<file path="src/rtl/vid_chan_swizzle.sv">
// vid_chan_swizzle: registered any-to-any colour channel router with frame-synchronous map updates
// Ports: clk, rst_n (async active-low); vid_pData/VDE/HSync/VSync _in -> _out delayed by 2 cycles;
// sel/sel_load capture a source-select map into a pending register, sel_pending flags it until the
// next VSync rising edge commits it. Define VID_CHAN_SWIZZLE_INVERT_EN to add per-channel inversion (inv).
module vid_chan_swizzle #(
  parameter int CH_W  = 8,
  parameter int N_CH  = 3,
  parameter int SEL_W = 2
) (
  input  logic                 clk,
  input  logic                 rst_n,
  input  logic [N_CH*CH_W-1:0] vid_pData_in,
  input  logic                 vid_pVDE_in,
  input  logic                 vid_pHSync_in,
  input  logic                 vid_pVSync_in,
  input  logic [N_CH*SEL_W-1:0] sel,
`ifdef VID_CHAN_SWIZZLE_INVERT_EN
  input  logic [N_CH-1:0]      inv,
`endif
  input  logic                 sel_load,
  output logic                 sel_pending,
  output logic [N_CH*CH_W-1:0] vid_pData_out,
  output logic                 vid_pVDE_out,
  output logic                 vid_pHSync_out,
  output logic                 vid_pVSync_out
);
  function automatic logic [N_CH*SEL_W-1:0] ident_map();
    logic [N_CH*SEL_W-1:0] m;
    m = '0;
    for (int i = 0; i < N_CH; i++) m[i*SEL_W +: SEL_W] = SEL_W'(i);
    return m;
  endfunction
  localparam logic [N_CH*SEL_W-1:0] IDENT = ident_map();
  logic [N_CH*CH_W-1:0]  d1, mux_d;
  logic                  vde1, hs1, vs1, vs_hist;
  logic [N_CH*SEL_W-1:0] pend_sel, act_sel;
  logic                  boundary;
`ifdef VID_CHAN_SWIZZLE_INVERT_EN
  logic [N_CH-1:0]       pend_inv, act_inv;
`endif
  assign boundary = vid_pVSync_in & ~vs_hist;
  // Unmatched (out-of-range) source indices leave the channel at zero.
  always_comb begin
    mux_d = '0;
    for (int i = 0; i < N_CH; i++)
      for (int j = 0; j < N_CH; j++)
        if (act_sel[i*SEL_W +: SEL_W] == SEL_W'(j)) mux_d[i*CH_W +: CH_W] = d1[j*CH_W +: CH_W];
`ifdef VID_CHAN_SWIZZLE_INVERT_EN
    for (int i = 0; i < N_CH; i++)
      if (act_inv[i]) mux_d[i*CH_W +: CH_W] = ~mux_d[i*CH_W +: CH_W];
`endif
  end
  always_ff @(posedge clk or negedge rst_n) begin
    if (!rst_n) begin
      d1             <= '0;
      vde1           <= 1'b0;
      hs1            <= 1'b0;
      vs1            <= 1'b0;
      vid_pData_out  <= '0;
      vid_pVDE_out   <= 1'b0;
      vid_pHSync_out <= 1'b0;
      vid_pVSync_out <= 1'b0;
    end else begin
      d1             <= vid_pData_in;
      vde1           <= vid_pVDE_in;
      hs1            <= vid_pHSync_in;
      vs1            <= vid_pVSync_in;
      vid_pData_out  <= mux_d;
      vid_pVDE_out   <= vde1;
      vid_pHSync_out <= hs1;
      vid_pVSync_out <= vs1;
    end
  end
  // The active map switches on the edge cycle itself, so the edge pixel (entering stage 1 now)
  // is the first one muxed with the new map one cycle later.
  always_ff @(posedge clk or negedge rst_n) begin
    if (!rst_n) begin
      vs_hist     <= 1'b0;
      sel_pending <= 1'b0;
      pend_sel    <= '0;
      act_sel     <= IDENT;
`ifdef VID_CHAN_SWIZZLE_INVERT_EN
      pend_inv    <= '0;
      act_inv     <= '0;
`endif
    end else begin
      vs_hist <= vid_pVSync_in;
      if (boundary && sel_pending) begin
        act_sel <= pend_sel;
`ifdef VID_CHAN_SWIZZLE_INVERT_EN
        act_inv <= pend_inv;
`endif
      end
      if (sel_load) begin
        pend_sel <= sel;
`ifdef VID_CHAN_SWIZZLE_INVERT_EN
        pend_inv <= inv;
`endif
      end
      sel_pending <= sel_load ? 1'b1 : boundary ? 1'b0 : sel_pending;
    end
  end
endmodule
</file>
<file path="config.mk">
export PLATFORM = sky130hd
export DESIGN_NAME = vid_chan_swizzle
export DESIGN_NICKNAME = d
export VERILOG_FILES = /design/src/rtl/vid_chan_swizzle.sv
export SDC_FILE = /design/constraint.sdc
export NUM_CORES = 1
export LEC_CHECK = 0
export ABC_AREA = 1
export BUFFER_PORTS_ARGS = -buffer_cell sky130_fd_sc_hd__buf_4
export CAP_MARGIN = 20
export CORE_ASPECT_RATIO = 0.9
export CORE_MARGIN = 1
export CORE_UTILIZATION = 40
export DETAILED_ROUTE_END_ITERATION = 6
export GPL_TIMING_DRIVEN = 0
export MAX_ROUTING_LAYER = met4
export SLEW_MARGIN = 25
export SYNTH_ARGS = -nofsm -noshare
export SYNTH_HDL_FRONTEND = slang
export SYNTH_SLANG_ARGS = --single-unit
</file>
<file path="constraint.sdc">
create_clock -name clk -period 1.5 [get_ports clk]
set_clock_uncertainty 0.05 [all_clocks]
set_input_delay 0.3 -clock clk [delete_from_list [all_inputs] [get_ports clk]]
set_output_delay 0.3 -clock clk [all_outputs]
set_load 0.005 [all_outputs]
</file>
### Word level (Yosys, flattened, before mapping)

Cells that the tools add are included.
Widths: inputs -> output; s select.

| word-level totals | value |
|---|---|
| output and inout bits | 28 |
| input bits | 36 |
| register bits | 67 |

| operators by class | value |
|---|---|
| eq/ne operators | 6 |
| muxes and demuxes | 11 |
| reductions and logical operators | 5 |
| bitwise operators | 2 |

Operator list:

| kind | count |
|---|---|
| $mux 8 | 9 |
| $eq 2x1->1 const B | 3 |
| $eq 2x2->1 const B | 3 |
| $logic_not 2->1 | 3 |
| $mux 1 | 2 |
| $reduce_bool 2->1 | 1 |
| $and 1x1->1 | 1 |
| $logic_and 1x1->1 | 1 |
| $not 1->1 | 1 |

### Logic depth before layout (Yosys ltp)

Gate-level depths: netlist of run 1.

| logic depth | value |
|---|---|
| depth after elaboration | 4 |
| gate-level depth with buffers | 4 |
| depth with buffers taken out | 4 |

### Worst setup path after synthesis of run 1

No wires, ideal clock.

| timing path | value |
|---|---|
| path kind | flip-flop to flip-flop |
| start | reg act_sel[5] |
| end | reg vid_pData_out[16] |
| path slack | 0.498 ns |
| buffers on the path | 1 |
| period minus slack after synthesis | 1.002 ns |
| arrival | 0.828 ns |
| data required time | 1.326 ns |
| cell stages (with the launch flop) | 5 |
| cell sequence | dfstp_2 -> buf_6 -> inv_2 -> nand3_1 -> nand3_1 |

| on the way | value |
|---|---|
| word-level cells in the longest chain between the ends | 4 |
| elaborated cells on any way between the ends | 6 |
| classes of those cells | eq/ne: 2; mux: 3; reduce/logical: 1 |

RTL lines:

| element | RTL line | source |
|---|---|---|
| from (decl) | 36 | `logic [N_CH*SEL_W-1:0] pend_sel, act_sel;` |
| from (signal assigned) | 89 | `act_sel <= pend_sel;` |
| $logic_not 2->1 | 47 | `if (act_sel[i*SEL_W +: SEL_W] == SEL_W'(j)) mux_d[i*CH_W +: CH_W] = d1[j*CH_W +: CH_W];` |
| $mux 8 (2 in series) | 47 |  |
| $mux 8 (*) | 47 |  |
| named net mux_d[16] | 34 | `logic [N_CH*CH_W-1:0] d1, mux_d;` |
| to (signal assigned) | 68 | `vid_pData_out <= mux_d;` |
| to (decl) | 22 | `output logic [N_CH*CH_W-1:0] vid_pData_out,` |

Mark *: on every way through the listed nets, which the timed path passes. The rest lies on a longest branch.
A chain may end at the register's enable or synchronous reset.

### Final worst setup path of run 1

| timing path | value |
|---|---|
| start | reg vid_pData_out[23] |
| end | out vid_pData_out[23] |

No word-level cell between the ends.

==> metrics.txt, run 1 <==
fin worst setup slack ~300 ps; setup TNS 0 ps; die area around 6400 um2; Critical Path End Type output pin; CP Data Arrival Time around 850 ps; net count after synthesis 258; final WL 5312 um; Yosys reg bits 67; # IOs 64; Synth Warn # 0; Worst path max stage delay about 380 ps; RSZ-0062 raised after global routing no; Area growth, synth to finish 36.02%; Avg Inst Size Synth 10.97 um2; post-layout min period 1202 ps; Finish-stage setup viols 0; reg-to-reg startpoint act_sel[5]; Total Power 4.398 mW; initial DRC count 111; number of global-route vias before repair 1824; Die Y 76.02 um; PortBufs 63; Post CTS Setup Buffer Count 0; CTS Sinks 67; CTS Hold Buffers Added 7; top-area cell type share of the netlist area 0.6680; Initial Util 0.4229; Finished Layout Cells 384; antenna fix cells 0; Final period util 0.8014; Final nets around 350; vias post-DR approximately 1900; mapped cell area 2435 um2; Worst Hold Class in -> async; fraction of layout cells with a size suffix above 1 0.3089; Post-DP Area between 2000 and 3000 um2; share of the yosys chip area belonging to registers 0.6896; CTS tree built; cts bufs inserted 9; first-pass GRT wire length 9087 um; Die W 84.24 um; max_cap viols 0; crit path cell chain buf_4; Min Hold Slack -11.41 ps; status finished with violations; fin. max-slew vios 0; Crit Path Max Fanout 1; Synth Area in Compound Gates 0; Setup Crit Path Kind reg -> out; Core Util, Final 0.5752; final instance area 3312 um2; Core Region 5758 um2; WL/cell 13.83 um; dpl hpwl 3401 um; mux cell area share after synthesis 0; GRT Residual Overflow 0; worst vdd ir 0.0006178 V; buffer depth of the longest clock path 2; fillcell total approximately 500; number of placement rows 26; ANT nets after route 0; CP startpoint kind register; critical path's top delay family flip-flops; All-Layer GR Usage 0.1960; clk slew on worst S/H paths ~70 ps; failing checks DRC, hold timing; DRC viols 14; Worst EP required 1150 ps; clock root cell clkbuf_8; H-Tree Depth 3; Post-Synth Simple-Gate Area 0.2662; antenna violations before repair 0; Worst-Skew Late Latency roughly 340 ps; number of hold violations in the final report 8; Critical-path top delay cell dfrtp_1; largest net degree at the start of global routing 68; xor/xnor share of the synthesized area 0; reg-to-reg setup timing slack about 350 ps; Post-Synth Adder-Cell Area 0; Max Clk Rate 831.8 MHz; PD cells 1328 nW/um2; Buffers & Inverters on Critical Path 1; GPL Wtd Cong 0.7596; cts repair resizes 0; top cells by area, synth dfrtp_1, nand3_1, nand2_1; Unique masters post-synth 11; Syn Inst Count ~220; largest family of logic cells by synthesized area simple AND/OR/NAND/NOR gates; post-synth top area cell dfrtp_1; LEAKAGE 1.646 nW; slew margin rel. 0.4604; Placement Setup Slack 361.0 ps; Vias/cell approximately 4.9; R2R cell count 4; placed instance count 355; Reg2Reg Capture Point vid_pData_out[22]; worst slew pin tran slightly above 800 ps; router iterations before antenna repair 6
-- final cells by class --
class	instances	area, um2	share of cell area
Multi-Input combinational cell	139	648.1	0.1957
Sequential cell	67	1679	0.5070
Clock buffer	11	151.4	0.04571
Buffer	8	77.57	0.02342
Clock inverter	3	15.01	0.004533
Inverter	8	30.03	0.009067
Timing Repair Buffer	78	623.1	0.1881
Tap cell	70	87.58	0.02645
-- synthesized netlist by cell type --
| master | number |
|---|---|
| nor2_2 | 3 |
| buf_2 | 2 |
| buf_6 | 6 |
| nand3_4 | 1 |
| nand2_1 | 57 |
| inv_1 | 2 |
| nand3_1 | 72 |
| dfstp_2 | 2 |
| inv_2 | 6 |
| nand4_1 | 6 |
| dfrtp_1 | 65 |
-- layer usage --
metal	GRT usage	vias to the layer above	share of wire
met5	-	-	0
met1	0.2507	873	0.46
met4	0.08276	0	0.015
met2	0.2779	66	0.45
li1	-	926	-
met3	0.07692	8	0.071
-- worst max path at each step --
stage	from	endpoint	depth (start not counted)
global placement	act_sel[5]	vid_pData_out[22]	4
global route	vid_pVSync_in	act_sel[0]	6
detailed placement	act_sel[5]	vid_pData_out[22]	4
CTS	vid_pData_out[23]	vid_pData_out[23]	1
floorplan	act_sel[5]	vid_pData_out[16]	4
finish	vid_pData_out[23]	vid_pData_out[23]	1
-- cells in the final DEF (no fill, tap or decap) --
master         Yosys  layout
nor2_2             3       3
nand3_1           72      72
dfstp_2            2       2
buf_6              6       6
dlygate4sd3_1      0      15
clkbuf_8           0      11
inv_2              6       6
nand2_1           57      57
buf_4              0      63
inv_1              2       2
clkinv_2           0       3
nand4_1            6       6
nand3_4            1       1
dfrtp_1           65      65
buf_2              2       2
-- power breakdown --
group	switching, mW	internal (mW)
Clock	0.608	0.662
Combinational	0.504	0.466
Sequential	0.105	2.05
Total	1.22	3.18
-- cell families after synthesis --
family,Yosys count
and+or+nand+nor,139
DFF,67
buffers and inverters,16
-- state kept, by name, indices dropped and copies added, names as in the netlist --
name            cells
pend_sel            6
d1                 24
vid_pVDE_out        1
vid_pVSync_out      1
hs1                 1
vid_pData_out      24
vs_hist             1
sel_pending         1
vid_pHSync_out      1
act_sel             6
vde1                1
(Power assumes the default switching activity.)
==> run 2: changes to the inputs <==
==> constraint.sdc (replaced) <==
create_clock -name clk -period 1.25 [get_ports clk]
set_clock_uncertainty 0.05 [all_clocks]
set_input_delay 0.25 -clock clk [delete_from_list [all_inputs] [get_ports clk]]
set_output_delay 0.25 -clock clk [all_outputs]
set_load 0.005 [all_outputs]
==> run 2 against run 1 <==
Effect of this change:
- the run ends with DRC left
- sequential share of layout area fell by 2.0 points
- clock power grew 20%
- die area did not move
- core utilization increased by 2.3 points
- first-iteration DRC count down 27%
- sequential power is 20% higher
- critical path depth is the same
- cell count grew 3.4%
- register-to-register slack worse by 250 ps
- critical path type unchanged
- routed wire length rose by 5.1%
==> metrics.txt, run 2 (same netlist as run 1, synthesis figures left out) <==
Setup Crit Path Kind reg -> out (unchanged); Vias/cell 4.940 (was 4.878); # IOs 64 (unchanged); clock root cell clkbuf_8 (unchanged); Final period util 0.9231; CP startpoint kind register (unchanged); LEAKAGE 1.702 nW (was 1.646 nW); Post CTS Setup Buffer Count 0 (unchanged); GPL Wtd Cong 0.7596 (unchanged); Seq pwr share 0.487 (was 0.491); cts bufs inserted 9 (unchanged); Gate power share 0.226 (was 0.221); Die W 84.24 um (unchanged); number of global-route vias before repair 1937 (was 1824); die area 6404 um2 (unchanged); Worst-Skew Late Latency 340 ps (about the same); dpl hpwl 3401 um (unchanged); Die Y 76.02 um (unchanged); antenna violations before repair 0 (unchanged); Max Clk Rate 866.6 MHz; number of hold violations in the final report 0 (was 8); DRC viols 14 (unchanged); critical path's top delay family flip-flops (unchanged); All-Layer GR Usage 0.2059 (was 0.1960); buffer depth of the longest clock path 2 (unchanged); Buffers & Inverters on Critical Path 1 (unchanged); Storage cell area 1679 um2 (unchanged); largest net degree at the start of global routing 68 (unchanged); RSZ-0062 raised after global routing no (unchanged); initial DRC count 81 (was 111); P_int 3.844 mW (was 3.180 mW); setup TNS 0 ps (unchanged); crit path cell chain buf_4 (unchanged); Worst EP required 950 ps (was 1150 ps); fillcell total 480 (was 497); post-layout min period around 1200 ps; Crit Path Max Fanout 1 (unchanged); switching fraction of total power 0.2781 (was 0.2769); number of placement rows 26 (unchanged); clk slew on worst S/H paths 70 ps (about the same); final WL 5584 um (was 5312 um); Critical Path End Type output pin (unchanged); max_cap viols 0 (unchanged); Sw Pwr 1.481 mW (was 1.218 mW); vias post-DR 1961 (was 1873); first-pass GRT wire length 9563 um (was 9087 um); Multi-input gate area 648.1 um2 (unchanged); Clock Power Share 0.287 (was 0.289); fraction of layout cells with a size suffix above 1 0.2966 (was 0.3089); Critical-path top delay cell dfrtp_1 (unchanged); Worst path max stage delay 380 ps (about the same); worst slew pin tran 592.5 ps (was 809.4 ps); PortBufs 63 (unchanged); most common cell after layout, fill and taps aside nand3_1 (unchanged); H-Tree Depth 3 (unchanged); GRT Residual Overflow 0 (unchanged); Final nets 360 (was 347); most frequent cells in the layout nand3_1, dfrtp_1, buf_4 (unchanged); Worst Hold Class in -> reg (was in -> async); CP Data Arrival Time 850 ps (about the same); Finish-stage setup viols 0 (unchanged); worst vdd ir 0.0007446 V (was 0.0006178 V); WL/cell 14.07 um (was 13.83 um); Core Region 5758 um2 (unchanged); status finished with violations (unchanged); Largest regs d1 (24), vid_pData_out (24) (unchanged); CTS tree built (unchanged); antenna fix cells 0 (unchanged); fin. max-slew vios 0 (unchanged); CTS Sinks 67 (unchanged); Placement Setup Slack 111.0 ps (was 361.0 ps); Initial Util 0.4229 (unchanged); failing checks DRC (was DRC, hold timing); router iterations before antenna repair 6 (unchanged); Area growth, synth to finish 41.52% (was 36.02%); PD cells 1545 nW/um2 (was 1328 nW/um2); ANT nets after route 0 (unchanged); fin worst setup slack 96.10 ps (was 297.8 ps); slew margin rel. 0.6050 (was 0.4604)
==> run 2: changes by cell type in the layout (fill, tap and decap cells not counted) <==
cell	delta
buf_6	+1
buf_4	-1
dlygate4sd3_1	+13
==> run 2: area by class of cell <==
class	instances	area share
Sequential cell	67	0.4873
Timing Repair Buffer	91	0.2197
Multi-Input combinational cell	139	0.1881
Clock inverter	3	0.004357
Tap cell	70	0.02542
Clock buffer	11	0.04394
Buffer	8	0.02251
Inverter	8	0.008715
==> run 2: routing by layer <==
layer  routed length, um  vias up  track usage
met3                 362       10      0.07692
met4                  99        0      0.08276
met1                2507      917       0.2565
met5                   0        -            -
li1                    -      953            -
met2                2614       81       0.3049
==> run 2: worst register-to-register path, stage by stage (launching register included) <==
cell,delay [ps]
dfstp_2,540
buf_6,150
inv_2,110
nand3_1,80
nand3_1,90
==> run 2: timing repair <==
action / in CTS / in global routing
hold endpoints to repair: 92 / 0
resized for setup: 0 / 1
endpoints found under the setup margin: 0 / 65
hold buffers: 28 / 0
==> run 2: per-stage QoR <==
stage            util  instance area (um2)  total power, mW  cells  hold slack (ps)
3_5_place_dp   0.5202                 2995            3.760    355            288.9
6_report       0.5984                 3446            5.325    397            52.59
4_1_cts        0.5978                 3442            5.364    397            39.44
3_3_place_gp   0.5202                 2995            3.744    355            281.8
5_1_grt        0.5984                 3446            5.639    397            44.97
2_1_floorplan       -                 2435            3.144    222           -95.59
==> run 2: final timing paths <==
check                                        from                end  slack [ps]  cells after the start
worst max-delay path            vid_pData_out[23]  vid_pData_out[23]         100                      1
worst min-delay path                       sel[4]        pend_sel[4]          50                      3
worst max register to register         act_sel[5]  vid_pData_out[22]         100                      4
worst min register to register                hs1     vid_pHSync_out         300                      0
max in group asynchronous                   rst_n         act_sel[0]         310                      2
min in group asynchronous                   rst_n                hs1         400                      2
==> run 2: power groups by stage <==
stage                     Sequential, mW  Combinational [mW]  Clock (mW)
final                               2.59                1.21        1.53
after global routing                2.62                1.33        1.69
after CTS                           2.59                1.21        1.57
after detailed placement            2.63                1.13           0
after global placement              2.63                1.11           0
after floorplan                     2.64               0.505           0
